===== src/rtl/time_set_ctrl_if.sv =====
// Button inputs and time-counter control strobes for the clock datapath.
interface time_set_ctrl_if;
  logic       BTN_MODE;
  logic       BTN_SET;
  logic       BTN_CLR;
  logic       EN_SEC;
  logic       INC_MIN;
  logic       INC_HOUR;
  logic       CLR;
  logic [1:0] MODE;
  logic       BLINK;

  modport master (
    output BTN_MODE, BTN_SET, BTN_CLR,
    input  EN_SEC, INC_MIN, INC_HOUR, CLR, MODE, BLINK
  );

  modport slave (
    input  BTN_MODE, BTN_SET, BTN_CLR,
    output EN_SEC, INC_MIN, INC_HOUR, CLR, MODE, BLINK
  );
endinterface


===== src/rtl/time_set_ctrl.sv =====
// Clock-setting front end: one-second enable, button conditioning,
// RUN/SET_MIN/SET_HOUR mode FSM with SET auto-repeat.
module time_set_ctrl #(
  parameter int PRESCALE     = 50000000,
  parameter int DEB_CYCLES   = 1000000,
  parameter int REPEAT_DELAY = 25000000,
  parameter int REPEAT_RATE  = 10000000
) (
  input  logic           CLK,
  input  logic           RST,
  time_set_ctrl_if.slave io
);
  localparam int PW   = $clog2(PRESCALE);
  localparam int DW   = $clog2(DEB_CYCLES + 1);
  localparam int RMAX = (REPEAT_DELAY > REPEAT_RATE) ?
                        REPEAT_DELAY : REPEAT_RATE;
  localparam int RW   = $clog2(RMAX + 1);

  localparam logic [PW-1:0] P_LAST = PW'(PRESCALE - 1);
  localparam logic [PW-1:0] P_HALF = PW'(PRESCALE / 2 - 1);
  localparam logic [DW-1:0] D_LAST = DW'(DEB_CYCLES);
  localparam logic [RW-1:0] R_DLY  = RW'(REPEAT_DELAY);
  localparam logic [RW-1:0] R_RATE = RW'(REPEAT_RATE);

  typedef enum logic [1:0] {
    RUN      = 2'b00,
    SET_MIN  = 2'b01,
    SET_HOUR = 2'b10
  } mode_e;

  // button bit order: [0] mode, [1] set, [2] clear
  logic [2:0]    raw;
  logic [2:0]    s1_q, s2_q;
  logic [2:0]    deb_q, deb_d, dprev_q;
  logic [DW-1:0] dcnt_q [3];
  logic [DW-1:0] dcnt_d [3];
  logic [2:0]    press;

  assign raw   = {io.BTN_CLR, io.BTN_SET, io.BTN_MODE};
  assign press = deb_q & ~dprev_q;

  always_comb begin
    deb_d = deb_q;
    for (int i = 0; i < 3; i++) begin
      dcnt_d[i] = '0;
      if (s2_q[i] != deb_q[i]) begin
        if (dcnt_q[i] == D_LAST) deb_d[i] = s2_q[i];
        else dcnt_d[i] = dcnt_q[i] + DW'(1);
      end
    end
  end

  mode_e         mode_q, mode_d;
  logic [PW-1:0] pcnt_q, pcnt_d;
  logic [RW-1:0] rep_q, rep_d;
  logic          blink_q, blink_d;
  logic          en_q, en_d;
  logic          imin_q, imin_d;
  logic          ihr_q, ihr_d;
  logic          clr_q, clr_d;
  logic          clr_p, mode_p, set_p;
  logic          tick, half, inc;

  // one press acted on per cycle: clear beats mode beats set
  assign clr_p  = press[2];
  assign mode_p = press[0] & ~press[2];
  assign set_p  = press[1] & ~press[0] & ~press[2];
  assign tick   = pcnt_q == P_LAST;
  assign half   = pcnt_q == P_HALF;

  always_comb begin
    mode_d  = mode_q;
    pcnt_d  = tick ? '0 : pcnt_q + PW'(1);
    blink_d = blink_q ^ (tick | half);
    rep_d   = rep_q;
    clr_d   = 1'b0;
    inc     = 1'b0;
    if (clr_p) begin
      clr_d   = 1'b1;
      mode_d  = RUN;
      pcnt_d  = '0;
      blink_d = 1'b0;
      rep_d   = '0;
    end else if (mode_p) begin
      rep_d = '0;
      unique case (mode_q)
        RUN:     mode_d = SET_MIN;
        SET_MIN: mode_d = SET_HOUR;
        default: begin
          mode_d = RUN;
          pcnt_d = '0;
        end
      endcase
    end else if (set_p && mode_q != RUN) begin
      inc   = 1'b1;
      rep_d = R_DLY;
    end else if (rep_q != '0) begin
      // countdown: reaching 1 emits a repeat and rearms
      if (!deb_q[1]) begin
        rep_d = '0;
      end else if (rep_q == RW'(1)) begin
        inc   = 1'b1;
        rep_d = R_RATE;
      end else begin
        rep_d = rep_q - RW'(1);
      end
    end
    en_d   = tick && mode_q == RUN &&
             mode_d == RUN && !clr_p;
    imin_d = inc && mode_q == SET_MIN;
    ihr_d  = inc && mode_q == SET_HOUR;
  end

  always_ff @(posedge CLK or posedge RST) begin
    if (RST) begin
      s1_q    <= '0;
      s2_q    <= '0;
      deb_q   <= '0;
      dprev_q <= '0;
      for (int i = 0; i < 3; i++) dcnt_q[i] <= '0;
      mode_q  <= RUN;
      pcnt_q  <= '0;
      rep_q   <= '0;
      blink_q <= 1'b0;
      en_q    <= 1'b0;
      imin_q  <= 1'b0;
      ihr_q   <= 1'b0;
      clr_q   <= 1'b0;
    end else begin
      s1_q    <= raw;
      s2_q    <= s1_q;
      deb_q   <= deb_d;
      dprev_q <= deb_q;
      for (int i = 0; i < 3; i++) dcnt_q[i] <= dcnt_d[i];
      mode_q  <= mode_d;
      pcnt_q  <= pcnt_d;
      rep_q   <= rep_d;
      blink_q <= blink_d;
      en_q    <= en_d;
      imin_q  <= imin_d;
      ihr_q   <= ihr_d;
      clr_q   <= clr_d;
    end
  end

  assign io.EN_SEC   = en_q;
  assign io.INC_MIN  = imin_q;
  assign io.INC_HOUR = ihr_q;
  assign io.CLR      = clr_q;
  assign io.MODE     = mode_q;
  assign io.BLINK    = blink_q;
endmodule

===== src/flat_wrapper.sv =====
// flat-port wrapper written by rule: the top's interface ports become plain ports
module time_set_ctrl_flat 
#(
  parameter int PRESCALE     = 50000000,
  parameter int DEB_CYCLES   = 1000000,
  parameter int REPEAT_DELAY = 25000000,
  parameter int REPEAT_RATE  = 10000000
)
  (CLK, RST, io_BTN_MODE, io_BTN_SET, io_BTN_CLR, io_EN_SEC, io_INC_MIN, io_INC_HOUR, io_CLR, io_MODE, io_BLINK);
  time_set_ctrl_if io_i ();
  input  logic CLK;
  input  logic RST;
  input wire logic [$bits(io_i.BTN_MODE)-1:0] io_BTN_MODE;
  input wire logic [$bits(io_i.BTN_SET)-1:0] io_BTN_SET;
  input wire logic [$bits(io_i.BTN_CLR)-1:0] io_BTN_CLR;
  output wire logic [$bits(io_i.EN_SEC)-1:0] io_EN_SEC;
  output wire logic [$bits(io_i.INC_MIN)-1:0] io_INC_MIN;
  output wire logic [$bits(io_i.INC_HOUR)-1:0] io_INC_HOUR;
  output wire logic [$bits(io_i.CLR)-1:0] io_CLR;
  output wire logic [$bits(io_i.MODE)-1:0] io_MODE;
  output wire logic [$bits(io_i.BLINK)-1:0] io_BLINK;
  assign io_i.BTN_MODE = io_BTN_MODE;
  assign io_i.BTN_SET = io_BTN_SET;
  assign io_i.BTN_CLR = io_BTN_CLR;
  assign io_EN_SEC = io_i.EN_SEC;
  assign io_INC_MIN = io_i.INC_MIN;
  assign io_INC_HOUR = io_i.INC_HOUR;
  assign io_CLR = io_i.CLR;
  assign io_MODE = io_i.MODE;
  assign io_BLINK = io_i.BLINK;
  time_set_ctrl #(.PRESCALE(PRESCALE), .DEB_CYCLES(DEB_CYCLES), .REPEAT_DELAY(REPEAT_DELAY), .REPEAT_RATE(REPEAT_RATE)) u_core (.CLK(CLK), .RST(RST), .io(io_i));
endmodule

===== config.mk =====
export PLATFORM = sky130hd
export DESIGN_NAME = time_set_ctrl_flat
export DESIGN_NICKNAME = d
export VERILOG_FILES = /design/src/rtl/time_set_ctrl_if.sv /design/src/rtl/time_set_ctrl.sv /design/src/flat_wrapper.sv
export SDC_FILE = /design/constraint.sdc
export NUM_CORES = 1
export LEC_CHECK = 0
export ABC_CLOCK_PERIOD_IN_PS = 5010
export CAP_MARGIN = 20
export CORE_ASPECT_RATIO = 0.5
export CORE_UTILIZATION = 60
export DETAILED_ROUTE_END_ITERATION = 16
export HOLD_SLACK_MARGIN = 0.1
export PLACE_DENSITY_LB_ADDON = 0.15
export SYNTH_ARGS = -nofsm -noshare
export SYNTH_HDL_FRONTEND = slang
export SYNTH_SLANG_ARGS = --single-unit

===== constraint.sdc =====
create_clock -name CLK -period 5.01 [get_ports CLK]
set_clock_uncertainty 0.1 [all_clocks]
set_input_delay 0.7515 -clock CLK [delete_from_list [all_inputs] [get_ports CLK]]
set_output_delay 0.7515 -clock CLK [all_outputs]
set_load 0.01 [all_outputs]

==> run_results.csv <==
group,metric,value,unit
sta,tns,0,ps
final_layout,multiInputGateArea,2960,um^2
critical_path,crit_path_max_fanout,14,
final_layout,diodes,0,
drt,routedWlPerCell,15.03,um
final_layout,drive_gt1_frac,0.07335,
power_and_ir_drop,leakage,3.164,nW
synth,yosysWarnings,0,
floorplan,die_w,147.4,um
sta,maxSlewHeadroom,0.3641,
floorplan,start_util,0.6192,
sta,final.period_utilization,0.5323,
clock_network,cts_setup_buffers,0,
sta,fmax,0.3750,GHz
critical_path,worst-path-buf-inv,0,
sta,slew_viol_final,0,
placed_design,hpwl,7727,um
sta,worst_pin_slew,953.9,ps
synth,synth_flop_cell,"dfrtp_1",
critical_path,critPathLaunchType,"register",
clock_network,h-tree-depth,4,
floorplan,core_area,10250,um^2
final_layout,register_area,3253,um^2
floorplan,die-area,11020,um^2
clock_network,cts_resized,0,
synth,syn_inst,638,
synth,synth_fp_nets,653,
sta,setup_viol,0,
global_routing,grtUsageTotal,0.2395,
final_layout,fill_cells,768,
clock_network,postCtsHoldBufs,0,
drt,initialDrtViolationCount,273,
clock_network,cts_tree,"done",
clock_network,clockRootBuffer,"clkbuf_16",
synth,ys_seq_area_frac,0.5127,
outcome,outcome,"finished clean",
synth,synth_fa_ha_area_frac,0.01972,
synth,synth-simple-area-share,0.2684,
drt,drc_errors,0,
final_layout,final_cell_area,7206,um^2
placed_design,place.gp.congestion,0.8490,
clock_network,cts_num_sinks,130,
final_layout,syn_to_final_growth,13.57,%
power_and_ir_drop,irDropWorstVdd,258.9,uV
placed_design,portBuffers,11,
sta,post-route-min-period,2667,ps
critical_path,arrival,2880,ps
synth,async_flop_share,1.000,
global_routing,grt_max_degree,79,
global_routing,grt_pass1_wl,20280,um
final_layout,nets,670,
critical_path,cpMaxStageDelayCell,"nor4_2",
critical_path,endpoint_kind,"register",
global_routing,grt_pass1_vias,4256,
synth,synth_compound_area_frac,0.02919,
drt,final_antenna_net_count,0,
drt,drtPass1Iterations,5,
drt,routed_via_density,5.584,
synth,synth_top_family_by_area,"simple AND/OR/NAND/NOR gates",
synth,avgSynthCellArea,9.945,um^2
synth,synth_mux_area_frac,0.008480,
critical_path,path_class,"register to register",
critical_path,crit_family,"simple AND/OR/NAND/NOR gates",
worst_hold_path,timing.hold.worst.class,"register to register",
clock_network,cts_max_path_buffers,2,
critical_path,cp_data_required_time,5220,ps
sta,finalHoldViolCount,0,
global_routing,grt_overflow,0,
sta,rsz0062_at_grt,"false",
drt,drt-total-wl,12140,um
drt,vias,4512,
clock_network,clk_latency,420,ps
clock_network,cts-buffers-inserted,17,
flow_run,drv_cap,0,
critical_path,critPathMaxStageDelay,630,ps
synth,synth_area,6345,um^2
clock_network,clkTransAtPathRegs,50,ps
synth,synth.distinct_cells,46,
global_routing,grt_antenna_before_repair,0,
synth,ys_ff_latch,130,
floorplan,ioPinCount,12,
synth,synth-edff-count,0,
floorplan,placementRows,26,
floorplan,die_h,74.72,um
placed_design,placed_area,6593,um^2
power_and_ir_drop,power_density,334.5,nW/um^2
synth,synth_xor_area_frac,0.1408,
critical_path,crit_chain,"nor4_2 -> and4_1 -> nand3_1 -> o21a_1 -> nor4b_2",
## cells by family (layout without fill, tap and decap cells)
family                   count (synthesis)  after routing
AND/OR/NAND/NOR                        327            327
AO/OA/AOI/OAI                           31             31
adder cells (fa/ha/maj)                 10             10
multiplexers                             5              5
buffers and inverters                   33             63
XOR/XNOR                               102            102
flip-flops                             130            130
## layout make-up
| type | count | area share |
|---|---|---|
| clock buffers | 23 | 0.06355 |
| clock inverters | 9 | 0.02153 |
| inverters | 19 | 0.01024 |
| multi-input cells | 475 | 0.4108 |
| flip-flops and latches | 130 | 0.4515 |
| well taps | 140 | 0.02431 |
| repair buffers | 12 | 0.01806 |
## stage by stage
step | utilization | std cells | power (mW) | worst slack (ps) | hold slack (ps)
2_1_floorplan | - | 638 | 1.122 | 689.2 | 231.2
6_report | 0.7032 | 808 | 2.410 | 2343 | 247.6
3_5_place_dp | 0.6433 | 776 | 1.139 | 2378 | 237.8
5_1_grt | 0.7032 | 808 | 2.481 | 2136 | 252.8
3_3_place_gp | 0.6433 | 776 | 1.138 | 2450 | 232.0
4_1_cts | 0.7032 | 808 | 2.430 | 2361 | 250.2
## flip-flops by register name, summed over array words and instances, names as in the netlist
name	count
u_core.s1_q	3
u_core.rep_q	25
u_core.io.MODE	2
u_core.pcnt_q	26
u_core.io.EN_SEC	1
u_core.io.INC_MIN	1
u_core.s2_q	3
u_core.dprev_q	3
u_core.io.INC_HOUR	1
u_core.io.BLINK	1
u_core.io.CLR	1
u_core.dcnt_q	60
u_core.deb_q	3
## power breakdown
| group | total [mW] | switching [mW] | internal, mW |
|---|---|---|---|
| clock network | 1.29 | 0.445 | 0.846 |
| registers | 1.07 | 0.00905 | 1.06 |
| logic | 0.0506 | 0.0367 | 0.0140 |
## worst register-to-register path: stages (launching register included)
cell,delay (ps)
dfrtp_1,420
nor4_2,630
and4_1,390
nand3_1,430
o21a_1,370
nor4b_2,230
## synth_stat cells, types with 2 or more instances
library cell  number  share of area
a31oi_1            5         0.0049
ha_1              10          0.020
o22ai_1            2         0.0020
nor4_2             4         0.0079
nor4b_1            7         0.0097
xor2_1            41          0.057
a21oi_1           16          0.013
or3_1              3         0.0030
nand2_1           39          0.023
nor4bb_1           3         0.0047
or2_2              6         0.0059
nand4_1           28          0.028
and3_1             9         0.0089
nor3_1            20          0.016
dfrtp_1          130           0.51
xnor2_1           61          0.084
or4_1              4         0.0047
clkbuf_1          12         0.0071
and2_1             3         0.0030
buf_4              2         0.0024
nand3_1           38          0.030
nor2_1           123          0.073
mux2_2             3         0.0053
nor3b_1            3         0.0035
nor4_1            11          0.011
and4_1            10          0.014
inv_1             19          0.011
nand4b_1           3         0.0041
mux2i_1            2         0.0032
nor2b_1            5         0.0049
## worst paths after layout
path | slack (ps) | depth (start not counted) | startpoint | end
min | 250 | 0 | u_core.s1_q[0]$_DFF_PP0_ | u_core.s2_q[0]$_DFF_PP0_
min in group asynchronous | 810 | 2 | RST | u_core.dcnt_q[42]$_DFF_PP0_
max reg2reg | 2340 | 5 | u_core.rep_q[7]$_DFFE_PP0P_ | u_core.io.INC_HOUR$_DFF_PP0_
min reg2reg | 250 | 0 | u_core.s1_q[0]$_DFF_PP0_ | u_core.s2_q[0]$_DFF_PP0_
max in group asynchronous | 3170 | 3 | RST | u_core.rep_q[24]$_DFFE_PP0P_
max | 2340 | 5 | u_core.rep_q[7]$_DFFE_PP0P_ | u_core.io.INC_HOUR$_DFF_PP0_
## cell usage in the layout, fill, tap and decap left out, types with 9 or more instances in the layout
cell type,instances
inv_1,18
nor4_1,11
nand2_1,39
nor3_1,20
xnor2_1,61
nand3_1,38
clkbuf_16,17
dfrtp_1,130
and4_1,10
and3_1,9
xor2_1,41
nor2_1,123
clkdlybuf4s50_1,11
nand4_1,28
ha_1,10
a21oi_1,16
## metal layers
| layer | up-vias | GRT usage | share of wire |
|---|---|---|---|
| met1 | 2198 | 0.3286 | 0.50 |
| met5 | - | 0 | 0 |
| li1 | 2232 | - | - |
| met2 | 68 | 0.3705 | 0.46 |
| met4 | 0 | 0.1226 | 0.013 |
| met3 | 14 | 0.04909 | 0.032 |
No activity file was read; power rests on OpenSTA's default activity.
